## config.mk

```make
export PLATFORM = sky130hd
export DESIGN_NAME = mem_stage_flat
export DESIGN_NICKNAME = d
export VERILOG_FILES = /design/src/rtl/mem_stage_if.sv /design/src/rtl/mem_stage.sv /design/src/flat_wrapper.sv
export SDC_FILE = /design/constraint.sdc
export NUM_CORES = 1
export LEC_CHECK = 0
export CAP_MARGIN = 20
export CORE_MARGIN = 2
export CORE_UTILIZATION = 40
export DETAILED_ROUTE_END_ITERATION = 8
export PLACE_DENSITY = 0.73
export SYNTH_ARGS = -nofsm -noshare
export SYNTH_HDL_FRONTEND = slang
export SYNTH_SLANG_ARGS = --single-unit
```

## constraint.sdc

```tcl
create_clock -name clk -period 7.5 [get_ports clk]
set_clock_uncertainty 0.2 [all_clocks]
set_input_delay 1.5 -clock clk [delete_from_list [all_inputs] [get_ports clk]]
set_output_delay 1.5 -clock clk [all_outputs]
set_load 0.01 [all_outputs]
```

## src/rtl/mem_stage_if.sv

```systemverilog
`default_nettype none
// +--------------------------------------------------------------------+
// | mem_stage_if : execute/memory/writeback handshake bundle           |
// | Rev 1.0                                                            |
// +--------------------------------------------------------------------+
interface mem_stage_if #(
   parameter int EX_BUS_W = 93,
   parameter int WB_BUS_W = 88
);
   logic                ex_to_mem_valid;
   logic                mem_allowin;
   logic [EX_BUS_W-1:0] ex_to_mem_bus;
   logic                ex_req_outstanding;
   logic                data_sram_data_ok;
   logic [31:0]         data_sram_rdata;
   logic                wb_allowin;
   logic                mem_to_wb_valid;
   logic [WB_BUS_W-1:0] mem_to_wb_bus;
   logic [38:0]         mem_to_id_bus;
   logic [1:0]          mem_to_ex_bus;

   // master = surrounding pipeline; slave = the memory stage itself
   modport master (
      output ex_to_mem_valid, ex_to_mem_bus, ex_req_outstanding,
             data_sram_data_ok, data_sram_rdata, wb_allowin,
      input  mem_allowin, mem_to_wb_valid, mem_to_wb_bus,
             mem_to_id_bus, mem_to_ex_bus
   );
   modport slave (
      input  ex_to_mem_valid, ex_to_mem_bus, ex_req_outstanding,
             data_sram_data_ok, data_sram_rdata, wb_allowin,
      output mem_allowin, mem_to_wb_valid, mem_to_wb_bus,
             mem_to_id_bus, mem_to_ex_bus
   );
endinterface
`default_nettype wire

```

## src/rtl/mem_stage.sv

```systemverilog
`default_nettype none
// +--------------------------------------------------------------------+
// | mem_stage : memory-access pipeline stage with response buffering   |
// | Rev 1.0                                                            |
// +--------------------------------------------------------------------+
module mem_stage #(
   parameter int EX_BUS_W = 93,
   parameter int WB_BUS_W = 88
) (
   input  wire         clk,
   input  wire         reset,
   input  wire         flush,
   mem_stage_if.slave  bus
);
   typedef struct packed {
      logic [31:0] pc;
      logic [31:0] alu_result;
      logic [4:0]  rf_waddr;
      logic        rf_we;
      logic        res_from_mem;
      logic        ld_b;
      logic        ld_h;
      logic        ld_u;
      logic        req_sent;
      logic        csr_re;
      logic        ertn;
      logic        excep_en;
      logic [5:0]  ecode;
      logic [8:0]  esubcode;
   } ex_bus_t;

   logic                mem_valid_q, mem_valid_d;
   ex_bus_t             ex_q, ex_d;
   logic                data_buf_valid_q, data_buf_valid_d;
   logic [31:0]         data_buf_q, data_buf_d;
   logic [1:0]          discard_cnt_q, discard_cnt_d;

   logic [EX_BUS_W-1:0] ex_raw;
   logic [WB_BUS_W-1:0] wb_bus;
   logic                need_data, resp_hit, mem_ready_go, mem_allowin;
   logic                wb_valid, leaving, discard_dec, mem_out;
   logic [2:0]          cnt_sum;
   logic [31:0]         ld_word, load_value, final_result;
   logic [7:0]          ld_byte;
   logic [15:0]         ld_half;
   logic                rf_we_vis, blocking;

   assign ex_raw       = bus.ex_to_mem_bus;
   assign need_data    = ex_q.req_sent & ~ex_q.excep_en;
   assign resp_hit     = bus.data_sram_data_ok & (discard_cnt_q == 2'd0);
   assign mem_ready_go = ~need_data | data_buf_valid_q | resp_hit;
   assign mem_allowin  = ~mem_valid_q | (mem_ready_go & bus.wb_allowin);
   assign wb_valid     = mem_valid_q & mem_ready_go & ~flush;
   assign leaving      = wb_valid & bus.wb_allowin;
   assign discard_dec  = bus.data_sram_data_ok & (discard_cnt_q != 2'd0);
   // a request the flushed instruction issued but never saw answered
   assign mem_out      = mem_valid_q & need_data & ~data_buf_valid_q & ~resp_hit;

   always_comb begin
      mem_valid_d      = mem_valid_q;
      ex_d             = ex_q;
      data_buf_valid_d = data_buf_valid_q;
      data_buf_d       = data_buf_q;
      discard_cnt_d    = discard_cnt_q;
      cnt_sum          = 3'd0;

      if (flush)
         mem_valid_d = 1'b0;
      else if (mem_allowin)
         mem_valid_d = bus.ex_to_mem_valid;

      if (bus.ex_to_mem_valid & mem_allowin)
         ex_d = ex_bus_t'(ex_raw);

      if (flush | leaving)
         data_buf_valid_d = 1'b0;
      else if (resp_hit & mem_valid_q & need_data & ~bus.wb_allowin) begin
         data_buf_valid_d = 1'b1;
         data_buf_d       = bus.data_sram_rdata;
      end

      if (flush) begin
         cnt_sum = {1'b0, discard_cnt_q} - {2'b00, discard_dec}
                 + {2'b00, mem_out} + {2'b00, bus.ex_req_outstanding};
         discard_cnt_d = (cnt_sum > 3'd2) ? 2'd2 : cnt_sum[1:0];
      end else if (discard_dec) begin
         discard_cnt_d = discard_cnt_q - 2'd1;
      end
   end

   always_ff @(posedge clk or posedge reset) begin
      if (reset) begin
         mem_valid_q      <= 1'b0;
         ex_q             <= '0;
         data_buf_valid_q <= 1'b0;
         data_buf_q       <= 32'd0;
         discard_cnt_q    <= 2'd0;
      end else begin
         mem_valid_q      <= mem_valid_d;
         ex_q             <= ex_d;
         data_buf_valid_q <= data_buf_valid_d;
         data_buf_q       <= data_buf_d;
         discard_cnt_q    <= discard_cnt_d;
      end
   end

   // load extraction: buffered data wins over the live response
   always_comb begin
      ld_word = data_buf_valid_q ? data_buf_q : bus.data_sram_rdata;
      case (ex_q.alu_result[1:0])
         2'd0:    ld_byte = ld_word[7:0];
         2'd1:    ld_byte = ld_word[15:8];
         2'd2:    ld_byte = ld_word[23:16];
         default: ld_byte = ld_word[31:24];
      endcase
      ld_half = ex_q.alu_result[1] ? ld_word[31:16] : ld_word[15:0];
      if (ex_q.ld_b)
         load_value = {{24{ld_byte[7] & ~ex_q.ld_u}}, ld_byte};
      else if (ex_q.ld_h)
         load_value = {{16{ld_half[15] & ~ex_q.ld_u}}, ld_half};
      else
         load_value = ld_word;
      final_result = ex_q.res_from_mem ? load_value : ex_q.alu_result;
   end

   assign rf_we_vis = ex_q.rf_we & mem_valid_q;
   assign blocking  = mem_valid_q & ((ex_q.res_from_mem & ~mem_ready_go) | ex_q.csr_re);
   assign wb_bus    = {ex_q.pc, rf_we_vis, ex_q.rf_waddr, final_result, ex_q.csr_re,
                       ex_q.ertn, ex_q.excep_en, ex_q.ecode, ex_q.esubcode};

   assign bus.mem_allowin     = mem_allowin;
   assign bus.mem_to_wb_valid = wb_valid;
   assign bus.mem_to_wb_bus   = wb_bus;
   assign bus.mem_to_id_bus   = {blocking, rf_we_vis, ex_q.rf_waddr, final_result};
   assign bus.mem_to_ex_bus   = {mem_valid_q & ex_q.excep_en, mem_valid_q & ex_q.ertn};
endmodule
`default_nettype wire

```

## src/flat_wrapper.sv

```systemverilog
// flat-port wrapper written by rule: the top's interface ports become plain ports
module mem_stage_flat 
#(
   parameter int EX_BUS_W = 93,
   parameter int WB_BUS_W = 88
)
  (clk, reset, flush, bus_ex_to_mem_valid, bus_ex_to_mem_bus, bus_ex_req_outstanding, bus_data_sram_data_ok, bus_data_sram_rdata, bus_wb_allowin, bus_mem_allowin, bus_mem_to_wb_valid, bus_mem_to_wb_bus, bus_mem_to_id_bus, bus_mem_to_ex_bus);
  mem_stage_if #(.EX_BUS_W(EX_BUS_W), .WB_BUS_W(WB_BUS_W)) bus_i ();
  input  wire clk;
  input  wire reset;
  input  wire flush;
  input wire logic [$bits(bus_i.ex_to_mem_valid)-1:0] bus_ex_to_mem_valid;
  input wire logic [$bits(bus_i.ex_to_mem_bus)-1:0] bus_ex_to_mem_bus;
  input wire logic [$bits(bus_i.ex_req_outstanding)-1:0] bus_ex_req_outstanding;
  input wire logic [$bits(bus_i.data_sram_data_ok)-1:0] bus_data_sram_data_ok;
  input wire logic [$bits(bus_i.data_sram_rdata)-1:0] bus_data_sram_rdata;
  input wire logic [$bits(bus_i.wb_allowin)-1:0] bus_wb_allowin;
  output wire logic [$bits(bus_i.mem_allowin)-1:0] bus_mem_allowin;
  output wire logic [$bits(bus_i.mem_to_wb_valid)-1:0] bus_mem_to_wb_valid;
  output wire logic [$bits(bus_i.mem_to_wb_bus)-1:0] bus_mem_to_wb_bus;
  output wire logic [$bits(bus_i.mem_to_id_bus)-1:0] bus_mem_to_id_bus;
  output wire logic [$bits(bus_i.mem_to_ex_bus)-1:0] bus_mem_to_ex_bus;
  assign bus_i.ex_to_mem_valid = bus_ex_to_mem_valid;
  assign bus_i.ex_to_mem_bus = bus_ex_to_mem_bus;
  assign bus_i.ex_req_outstanding = bus_ex_req_outstanding;
  assign bus_i.data_sram_data_ok = bus_data_sram_data_ok;
  assign bus_i.data_sram_rdata = bus_data_sram_rdata;
  assign bus_i.wb_allowin = bus_wb_allowin;
  assign bus_mem_allowin = bus_i.mem_allowin;
  assign bus_mem_to_wb_valid = bus_i.mem_to_wb_valid;
  assign bus_mem_to_wb_bus = bus_i.mem_to_wb_bus;
  assign bus_mem_to_id_bus = bus_i.mem_to_id_bus;
  assign bus_mem_to_ex_bus = bus_i.mem_to_ex_bus;
  mem_stage #(.EX_BUS_W(EX_BUS_W), .WB_BUS_W(WB_BUS_W)) u_core (.clk(clk), .reset(reset), .flush(flush), .bus(bus_i));
endmodule
```

**Word-level counts from Yosys, hierarchy flattened**

Cells that the tools add are included.

- Register bits: 129
- Input port bits: 132
- Output and inout port bits: 131
- Logic and storage cells: 81

- $add $sub $neg: 4
- Order comparisons: 1
- Equality and inequality tests: 2
- Multiplexer cells: 13
- Bitwise gates (word level): 36
- Reductions and logical operators: 7

Operator list:

| operator | count |
|---|---|
| 32-bit 2-to-1 mux | 4 |
| 8-bit one-hot mux with 3 select lines | 1 |
| 1-bit AND | 21 |
| 16-bit 2-to-1 mux | 1 |
| 1-bit inverter | 10 |
| 2-bit nonzero test | 4 |
| 3-bit by 1-bit adder with 3-bit output | 2 |
| 2-bit 2-to-1 mux | 3 |
| 1-bit OR | 5 |
| 2-bit logical NOT | 2 |
| 1-bit 2-to-1 mux | 4 |
| 3-bit by 2-bit > comparator with 1-bit output (second input constant) | 1 |
| 2-bit by 1-bit subtractor with 3-bit output | 1 |
| 2-bit by 1-bit == test with 1-bit output (second input constant) | 1 |
| 2-bit == test (second input constant) | 1 |
| 2-bit AND reduction | 1 |
| 2-bit by 1-bit subtractor with 2-bit output (second input constant) | 1 |

**Logic depth before layout (Yosys ltp)**

Gate-level depths: netlist of the first run.

- Word-level depth: 11
- Depth in mapped cells: 13
- Gate-level depth less buffers: 13

**Least setup slack after synthesis of the first run**

Ideal clock, no wire load.

- Path type: input port to output port
- Start point: input port bus_data_sram_rdata[31]
- End point: output port bus_mem_to_wb_bus[35]
- Data arrival time: 3,011 ps
- Required time: 5,800 ps
- Path slack: 2,789 ps
- Stages: 5
- Path buffers: 1
- Cells stage by stage: mux2_2 mux4_2 a21oi_4 o311ai_0 buf_4

- Cells in the longest elaborated chain, start to end: 6
- Elaborated cells between the ends (all ways): 8
- Classes of those cells: 6 x mux; 2 x bitwise

Ends and longest elaborated chain:

| element | line | text |
|---|---|---|
| from (decl) | flat_wrapper.sv:16 | `input wire logic [$bits(bus_i.data_sram_rdata)-1:0] bus_data_sram_rdata;` |
| 32-bit 2-to-1 mux (*) | mem_stage.sv:109 | `ld_word = data_buf_valid_q ? data_buf_q : bus.data_sram_rdata;` |
| 16-bit 2-to-1 mux | mem_stage.sv:116 | `ld_half = ex_q.alu_result[1] ? ld_word[31:16] : ld_word[15:0];` |
| 1-bit AND | mem_stage.sv:120 | `load_value = {{16{ld_half[15] & ~ex_q.ld_u}}, ld_half};` |
| 32-bit 2-to-1 mux | mem_stage.sv:119 | `else if (ex_q.ld_h)` |
| 32-bit 2-to-1 mux (*) | mem_stage.sv:117 | `if (ex_q.ld_b)` |
| 32-bit 2-to-1 mux (*) | mem_stage.sv:123 | `final_result = ex_q.res_from_mem ? load_value : ex_q.alu_result;` |
| to (decl) | flat_wrapper.sv:20 | `output wire logic [$bits(bus_i.mem_to_wb_bus)-1:0] bus_mem_to_wb_bus;` |

Mark *: on every way between the ends. The rest lies on a longest branch, timed or not.

**Final worst setup path of the first run**

- Start point: input port bus_data_sram_rdata[15]
- End point: output port bus_mem_to_wb_bus[35]

The elaborated chain is that of the path after synthesis.

==> flow_metrics.env, run 1 <==
export IMPL_status="completed"
export IMPL_synth_simple_area_share_pct=7.127
export IMPL_p_sw_share_pct=30.68
export IMPL_die_x_um=138.5
export IMPL_drv_slew=0
export IMPL_areaGrowthSynthToFinish_pct=38.04
export IMPL_dp_hpwl_um=14870
export IMPL_vdd_drop_max_uv=154.8
export IMPL_yosys_warnings=0
export IMPL_gp_congestion=0.8297
export IMPL_drt_vias_per_instance=5.247
export IMPL_final_cell_mix="clkdlybuf4s50_1, mux2_2, dfrtp_1"
export IMPL_grt_pass1_wl_um=31710
export IMPL_numPortBuffers=262
export IMPL_first_global_vias=5707
export IMPL_synthMuxAreaShare_pct=28.30
export IMPL_routed_wl_um=20340
export IMPL_rows=49
export IMPL_power_leakage_nw=4.170
export IMPL_max_slew_margin_pct=30.43
export IMPL_initial_core_util_pct=40.54
export IMPL_synthAdderAreaFrac_pct=0.8995
export IMPL_dieArea_um2=19170
export IMPL_max_freq_mhz=171.0
export IMPL_final_common_cell="clkdlybuf4s50_1"
export IMPL_stdcell_area_um2=9985
export IMPL_finalHoldViolations=0
export IMPL_overflow=0
export IMPL_clock_latency_ns=0.41
export IMPL_vias=5394
export IMPL_grt_max_degree=85
export IMPL_seq_power_share_pct=33.9
export IMPL_maxCapViolations=0
export IMPL_switching_power_mw=0.8157
export IMPL_drive_above_1_share_pct=25.03
export IMPL_cp_max_fo=16
export IMPL_post_dp_cell_area_um2=9345
export IMPL_synth_nets=761
export IMPL_synth_top_family_by_area="multiplexers"
export IMPL_final_util_pct=55.96
export IMPL_arrival_ns=4.15
export IMPL_critPathRequiredTime_ns=5.80
export IMPL_worstSetupStartpointType="primary input"
export IMPL_post_cts_buffers=0
export IMPL_core_um2=17840
export IMPL_syn_instance_count=625
export IMPL_htreeDepth=4
export IMPL_first_pass_iters=4
export IMPL_track_usage_pct=21.17
export IMPL_cts_clk_slew_worst_paths_ns=0.06
export IMPL_antenna_found_initial=0
export IMPL_finalCritPeriodShare_pct=77.98
export IMPL_num_antenna_cells=0
export IMPL_synth_seq_cells=129
export IMPL_setup_tns_ns=0
export IMPL_combPwrFrac_pct=35.0
export IMPL_worstMarginPinSlew_ns=1.041
export IMPL_synth_flop_cell="dfrtp_1"
export IMPL_synth_compound_area_share_pct=5.881
export IMPL_rsz0062_at_grt="no"
export IMPL_io_pin_count=263
export IMPL_synth_cell_types=42
export IMPL_drtIter0Drc=267
export IMPL_p_int_mw=1.843
export IMPL_ant_nets=0
export IMPL_synth_area_um2=7233
export IMPL_synth_xor_xnor_area_share_pct=0.1211
export IMPL_finalCriticalPeriod_ns=5.849
export IMPL_p_per_area_nw_per_um2=266.3
export IMPL_synth_edf_count=0
export IMPL_avgSynthCellArea_um2=11.57
export IMPL_ctsHoldBuffers=0
export IMPL_hold_slack_ns=0.2990
export IMPL_finalSetupViolations=0
export IMPL_tritoncts="done"
export IMPL_post_cts_resized=0
export IMPL_n_fill_cell=1505
export IMPL_cts_buffers=17
export IMPL_fin_nets=922
export IMPL_ctsRootBufferMaster="clkbuf_16"
export IMPL_power_frac_clock_pct=31.2
export IMPL_critPathCaptureType="primary output"
export IMPL_synthArstFlopShare_pct=100.0
export IMPL_critPathKind="in -> out"
export IMPL_clkSinkCount=129
export IMPL_avgRoutedWirePerCell_um=19.79
export IMPL_route_detailed_drc=0
export IMPL_hold_class="reg -> reg"
export IMPL_clockBufferDepth=2
export IMPL_die_y_um=138.5
export IMPL_ys_seq_area_share_pct=44.63
-- final cells by class --
cell class	instances	area, µm²	area share [%]
Sequential cell	129	3229	32.34
Multi-Input combinational cell	349	3084	30.89
Timing Repair Buffer	271	2730	27.34
Clock buffer	18	429.2	4.298
Tap cell	229	286.5	2.870
Clock inverter	14	155.1	1.554
Inverter	18	70.07	0.7018
-- registers in the layout, indices dropped and copies added, names as in the netlist --
signal and count:
u_core.data_buf_q 32, u_core.discard_cnt_q 2, u_core.data_buf_valid_q 1, u_core.bus.mem_to_wb_bus 50
u_core.mem_valid_q 1, u_core.bus.mem_to_id_bus 5, u_core.ex_q 38
-- critical path: stages --
cell and delay, ns:
clkdlybuf4s50_1 0.45, mux2_2 0.29, mux4_2 0.54, a21oi_4 0.44, o311ai_0 0.35, clkdlybuf4s50_1 0.57
-- logic make-up (layout without fill, tap and decap cells) --
logic type	count (synthesis)	count (layout)
AOI/OAI and AO/OA	64	64
xor gates and xnor gates	1	1
adders and majority gates	4	4
buffers and inverters	147	321
DFF	129	129
muxes	180	180
and+or+nand+nor	100	100
-- layer usage --
layer	track usage [%]	share of wire (%)
met5	0	0
met4	7.197	1.6
met3	6.477	7.6
met2	37.13	51
met1	24.66	39
-- cell usage after synthesis (6+ instances only) --
cell type	count	area, µm²
inv_1	18	67.56
clkbuf_1	15	56.30
nor2_1	12	45.04
buf_2	16	80.08
buf_4	95	713.2
mux2i_1	29	290.3
nand2b_1	6	37.54
mux2_2	146	1644
nor2b_1	18	112.6
nand2_1	35	131.4
a21oi_1	22	110.1
nor3_1	9	45.04
o21ai_0	9	45.04
dfrtp_1	129	3228
o22ai_1	7	43.79
o221ai_1	8	70.07
-- power groups by stage --
stage	clock network [mW]	logic [mW]	registers, mW
2_1_floorplan	0	0.601	0.877
3_3_place_gp	0	0.909	0.901
3_5_place_dp	0	0.929	0.910
4_1_cts	0.846	0.934	0.899
5_1_grt	0.880	0.998	0.916
6_report	0.829	0.930	0.900
-- stage by stage --
stage          power [mW]  cells  setup slack, ns
2_1_floorplan       1.478    625            2.359
3_3_place_gp        1.810    994            1.666
3_5_place_dp        1.839    994            1.614
4_1_cts             2.680   1026            1.597
5_1_grt             2.794   1028            1.460
6_report            2.659   1028            1.651
-- worst paths after layout --
check | from | end | slack [ns] | cells past startpoint
worst max register to register | u_core.data_buf_valid_q$_DFFE_PP0P_ | u_core.discard_cnt_q[0]$_DFFE_PP0P_ | 4.07 | 11
worst min-delay path | u_core.ex_q[45]$_DFFE_PP0P_ | u_core.ex_q[45]$_DFFE_PP0P_ | 0.30 | 1
worst min register to register | u_core.ex_q[45]$_DFFE_PP0P_ | u_core.ex_q[45]$_DFFE_PP0P_ | 0.30 | 1
worst max-delay path | bus_data_sram_rdata[15] | bus_mem_to_wb_bus[35] | 1.65 | 6
min in group asynchronous | reset | u_core.bus.mem_to_wb_bus[86]$_DFFE_PP0P_ | 1.21 | 2
max in group asynchronous | reset | u_core.data_buf_q[13]$_DFFE_PP0P_ | 4.84 | 3
No activity file was read; power rests on OpenSTA's default activity.
==> inputs of run 2 (changes only) <==
clock period = 6.1 ns   (was 7.5 ns; I/O delays follow)
==> flow_metrics.env, run 2 (synthesis results as in run 1) <==
export IMPL_ant_nets=0
export IMPL_cp_num_buf_inv=2
export IMPL_track_usage_pct=21.03
export IMPL_crit_slowest_cell="clkdlybuf4s50_1"
export IMPL_dieArea_um2=19170
export IMPL_highest_layer="met4"
export IMPL_setup_tns_ns=0
export IMPL_cts_buffers=17
export IMPL_finalCritPeriodShare_pct=86.66
export IMPL_min_to="u_core.ex_q[57]$_DFFE_PP0P_"
export IMPL_finalCriticalPeriod_ns=5.287
export IMPL_final_cell_mix="clkdlybuf4s50_1, mux2_2, dfrtp_1"
export IMPL_initial_core_util_pct=40.54
export IMPL_maxCapViolations=0
export IMPL_largest_reg_flops=50
export IMPL_combPwrFrac_pct=33.9
export IMPL_drive_above_1_share_pct=25.03
export IMPL_r2r_end="u_core.discard_cnt_q[0]$_DFFE_PP0P_"
export IMPL_wl_met1_um=7760
export IMPL_first_pass_iters=4
export IMPL_crit_family="buffers and inverters"
export IMPL_ctsHoldBuffers=0
export IMPL_hold_path_depth=1
export IMPL_reg2reg_depth=11
export IMPL_die_x_um=138.5
export IMPL_max_freq_mhz=189.2
export IMPL_grt_max_degree=64
export IMPL_numPortBuffers=262
export IMPL_max_slew_margin_pct=33.39
export IMPL_wl_met2_um=10230
export IMPL_cp_max_fo=16
export IMPL_dp_hpwl_um=14890
export IMPL_r2r_setup_slack_ns=2.66
export IMPL_cts_clk_slew_worst_paths_ns=0.06
export IMPL_p_int_mw=2.343
export IMPL_vdd_drop_max_uv=213.3
export IMPL_areaGrowthSynthToFinish_pct=38.18
export IMPL_arrival_ns=3.87
export IMPL_drv_slew=0
export IMPL_critPathCaptureType="primary output"
export IMPL_io_pin_count=263
export IMPL_clkSinkCount=129
export IMPL_reg2reg_from="u_core.data_buf_valid_q$_DFFE_PP0P_"
export IMPL_p_per_area_nw_per_um2=333.5
export IMPL_final_common_cell="clkdlybuf4s50_1"
export IMPL_vias=5345
export IMPL_route_detailed_drc=0
export IMPL_routed_wl_um=19970
export IMPL_tritoncts="done"
export IMPL_min_from="u_core.ex_q[57]$_DFFE_PP0P_"
export IMPL_finalSetupViolations=0
export IMPL_clock_latency_ns=0.41
export IMPL_clockBufferDepth=2
export IMPL_core_um2=17840
export IMPL_critPathRequiredTime_ns=4.68
export IMPL_post_cts_buffers=0
export IMPL_critical_path_max_stage_delay_ns=0.58
export IMPL_gp_congestion=0.8451
export IMPL_rows=49
export IMPL_switching_power_mw=0.9896
export IMPL_htreeDepth=4
export IMPL_seq_power_share_pct=33.2
export IMPL_wl_met3_um=1615
export IMPL_p_sw_share_pct=29.69
export IMPL_status="completed"
export IMPL_drtIter0Drc=188
export IMPL_power_leakage_nw=4.173
export IMPL_drt_vias_per_instance=5.194
export IMPL_worstSetupStartpointType="primary input"
export IMPL_path_common_cell="clkdlybuf4s50_1"
export IMPL_overflow=0
export IMPL_hold_class="reg -> reg"
export IMPL_critPathKind="in -> out"
export IMPL_first_global_vias=5725
export IMPL_path_cells="clkdlybuf4s50_1 -> mux2_2 -> mux4_2 -> a21oi_4 -> o311ai_0 -> clkdlybuf4s50_1"
export IMPL_n_fill_cell=1505
export IMPL_rsz0062_at_grt="no"
export IMPL_final_util_pct=56.02
export IMPL_fin_nets=922
export IMPL_grt_pass1_wl_um=31380
export IMPL_post_cts_resized=0
export IMPL_ctsRootBufferMaster="clkbuf_16"
export IMPL_die_y_um=138.5
export IMPL_power_frac_clock_pct=32.8
export IMPL_antenna_found_initial=1
export IMPL_worstMarginPinSlew_ns=0.9955
export IMPL_avgRoutedWirePerCell_um=19.40
export IMPL_finalHoldViolations=0
## run 2: worst max path at each step
stage | start | end | slack, ns | depth (start not counted)
global placement | bus_data_sram_rdata[31] | bus_mem_to_wb_bus[35] | 0.83 | 6
global route | bus_data_sram_rdata[31] | bus_mem_to_id_bus[17] | 0.67 | 6
floorplan | reset | u_core.bus.mem_to_id_bus[32]$_DFFE_PP0P_ | 1.24 | 1
finish | bus_data_sram_rdata[15] | bus_mem_to_id_bus[17] | 0.81 | 6
detailed placement | bus_data_sram_rdata[15] | bus_mem_to_id_bus[17] | 0.79 | 6
CTS | bus_data_sram_rdata[15] | bus_mem_to_id_bus[17] | 0.78 | 6
## run 2: stage by stage
| step | hold slack, ns | area, µm² | instances | worst slack [ns] | power (mW) |
|---|---|---|---|---|---|
| after global routing | 0.3101 | 9995 | 1029 | 0.6663 | 3.496 |
| final | 0.2990 | 9995 | 1029 | 0.8135 | 3.333 |
| after detailed placement | 0.2874 | 9360 | 996 | 0.7923 | 2.260 |
| after CTS | 0.3004 | 9992 | 1028 | 0.7779 | 3.369 |
| after floorplan | 0.2727 | 7233 | 625 | 1.239 | 1.817 |
| after global placement | 0.2828 | 9360 | 996 | 0.8329 | 2.227 |
## run 2: per-layer routing
layer / vias up / global-route usage [%]
met5: - / 0
met4: 0 / 7.787
met3: 21 / 6.858
met2: 202 / 36.61
met1: 2690 / 24.21
li1: 2432 / -
## run 2: power groups by stage
stage / clock (mW) / combinational, mW / sequential [mW]
after detailed placement: 0 / 1.14 / 1.12
after global placement: 0 / 1.12 / 1.11
final: 1.09 / 1.13 / 1.11
after floorplan: 0 / 0.738 / 1.08
after global routing: 1.15 / 1.21 / 1.13
after CTS: 1.12 / 1.14 / 1.11
## run 2: cell type report
cell class	instances	area, µm²	share of cell area [%]
repair buffers	271	2690	26.92
clock buffers	18	429.2	4.294
inverters	18	70.07	0.7011
clock inverters	14	202.7	2.028
multi-input cells	349	3084	30.86
flip-flops and latches	129	3229	32.31
well taps	229	286.5	2.867
diodes	1	2.502	0.02504
==> inputs of run 3 (changes only) <==
PLACE_DENSITY = 0.78   (was 0.73)
==> flow_metrics.env, run 3 (synthesis results as in run 1) <==
export IMPL_hold_class="reg -> reg"
export IMPL_die_y_um=138.5
export IMPL_startpoint="bus_data_sram_rdata[31]"
export IMPL_max_slew_margin_pct=29.35
export IMPL_worstMarginPinSlew_ns=1.056
export IMPL_numPortBuffers=262
export IMPL_track_usage_pct=20.08
export IMPL_antenna_found_initial=2
export IMPL_clock_latency_ns=0.41
export IMPL_gp_congestion=0.8176
export IMPL_finalCritPeriodShare_pct=83.99
export IMPL_p_per_area_nw_per_um2=329.7
export IMPL_grt_max_degree=91
export IMPL_overflow=0
export IMPL_initial_core_util_pct=40.54
export IMPL_avgRoutedWirePerCell_um=18.94
export IMPL_dp_hpwl_um=14150
export IMPL_status="completed"
export IMPL_n_fill_cell=1518
export IMPL_cp_max_fo=8
export IMPL_cts_clk_slew_worst_paths_ns=0.05
export IMPL_worstSetupStartpointType="primary input"
export IMPL_stdcell_area_um2=9982
export IMPL_io_pin_count=263
export IMPL_rsz0062_at_grt="no"
export IMPL_min_from="u_core.ex_q[52]$_DFFE_PP0P_"
export IMPL_maxCapViolations=0
export IMPL_finalSetupViolations=0
export IMPL_r2r_setup_slack_ns=2.74
export IMPL_arrival_ns=3.70
export IMPL_grt_pass1_wl_um=30170
export IMPL_hold_path_depth=1
export IMPL_post_dp_cell_area_um2=9368
export IMPL_reg2reg_from="u_core.data_buf_valid_q$_DFFE_PP0P_"
export IMPL_rows=49
export IMPL_finalCriticalPeriod_ns=5.123
export IMPL_post_cts_buffers=0
export IMPL_route_detailed_drc=0
export IMPL_die_x_um=138.5
export IMPL_post_cts_resized=0
export IMPL_routed_wl_um=19490
export IMPL_min_to="u_core.ex_q[52]$_DFFE_PP0P_"
export IMPL_dieArea_um2=19170
export IMPL_htreeDepth=4
export IMPL_drtIter0Drc=187
export IMPL_critPathRequiredTime_ns=4.68
export IMPL_clockBufferDepth=2
export IMPL_vias=5210
export IMPL_setup_tns_ns=0
export IMPL_critPathCaptureType="primary output"
export IMPL_areaGrowthSynthToFinish_pct=38.00
export IMPL_drive_above_1_share_pct=24.94
export IMPL_power_leakage_nw=4.158
export IMPL_drv_slew=0
export IMPL_drt_vias_per_instance=5.063
export IMPL_finalHoldViolations=0
export IMPL_first_pass_iters=4
export IMPL_core_um2=17840
export IMPL_final_common_cell="clkdlybuf4s50_1"
export IMPL_largest_reg_flops=50
export IMPL_fin_nets=921
export IMPL_critPathKind="in -> out"
export IMPL_clkSinkCount=129
export IMPL_ctsHoldBuffers=0
export IMPL_final_util_pct=55.95
export IMPL_r2r_end="u_core.discard_cnt_q[0]$_DFFE_PP0P_"
export IMPL_ctsRootBufferMaster="clkbuf_16"
export IMPL_vdd_drop_max_uv=233.3
export IMPL_cts_buffers=17
export IMPL_max_freq_mhz=195.2
export IMPL_final_cell_mix="clkdlybuf4s50_1, mux2_2, dfrtp_1"
export IMPL_tritoncts="done"
export IMPL_first_global_vias=5483
export IMPL_ant_nets=0
export IMPL_reg2reg_depth=11
==> run 3: worst max path at each step <==
stage                                               endpoint  slack (ns)  cells after the start
detailed placement                      bus_mem_to_id_bus[8]        0.96                      6
floorplan           u_core.bus.mem_to_id_bus[32]$_DFFE_PP0P_        1.24                      1
global placement                        bus_mem_to_id_bus[8]        0.98                      6
CTS                                     bus_mem_to_id_bus[8]        0.94                      6
finish                                  bus_mem_to_id_bus[8]        0.98                      6
global route                           bus_mem_to_id_bus[10]        0.87                      6
==> run 3: worst max-delay path, cell delays in order <==
cell and delay, ns:
clkdlybuf4s50_1 0.44, mux2_2 0.30, mux4_2 0.53, nand2_1 0.33, o221ai_1 0.30, clkdlybuf4s50_1 0.57
==> run 3: power by group <==
| group | internal, mW | switching (mW) | total, mW |
|---|---|---|---|
| clock network | 0.649 | 0.409 | 1.06 |
| logic | 0.652 | 0.476 | 1.13 |
| registers | 1.00 | 0.103 | 1.11 |
==> run 3: per-stage QoR <==
stage / hold slack, ns / std cells / worst slack, ns / power, mW
floorplan: 0.2727 / 625 / 1.239 / 1.817
global placement: 0.2824 / 995 / 0.9847 / 2.233
detailed placement: 0.2878 / 995 / 0.9557 / 2.254
CTS: 0.3007 / 1027 / 0.9414 / 3.325
global route: 0.3119 / 1029 / 0.8664 / 3.453
finish: 0.2963 / 1029 / 0.9769 / 3.292
==> run 3: routing by layer <==
metal  track usage, %  part of all wire, %  up-vias
li1                 -                    -     2419
met1            25.07                   41     2577
met2            33.30                   50      190
met3            5.715                  6.9       24
met4            7.411                  1.7        0
met5                0                    0        -
==> run 3: area by class of cell <==
class | instances | area (µm²) | area share (%)
Sequential cell | 129 | 3229 | 32.35
Multi-Input combinational cell | 349 | 3084 | 30.90
Timing Repair Buffer | 270 | 2695 | 27.00
Clock buffer | 18 | 429.2 | 4.299
Tap cell | 229 | 286.5 | 2.870
Clock inverter | 14 | 180.2 | 1.805
Inverter | 18 | 72.57 | 0.7270
Antenna cell | 2 | 5.005 | 0.05014
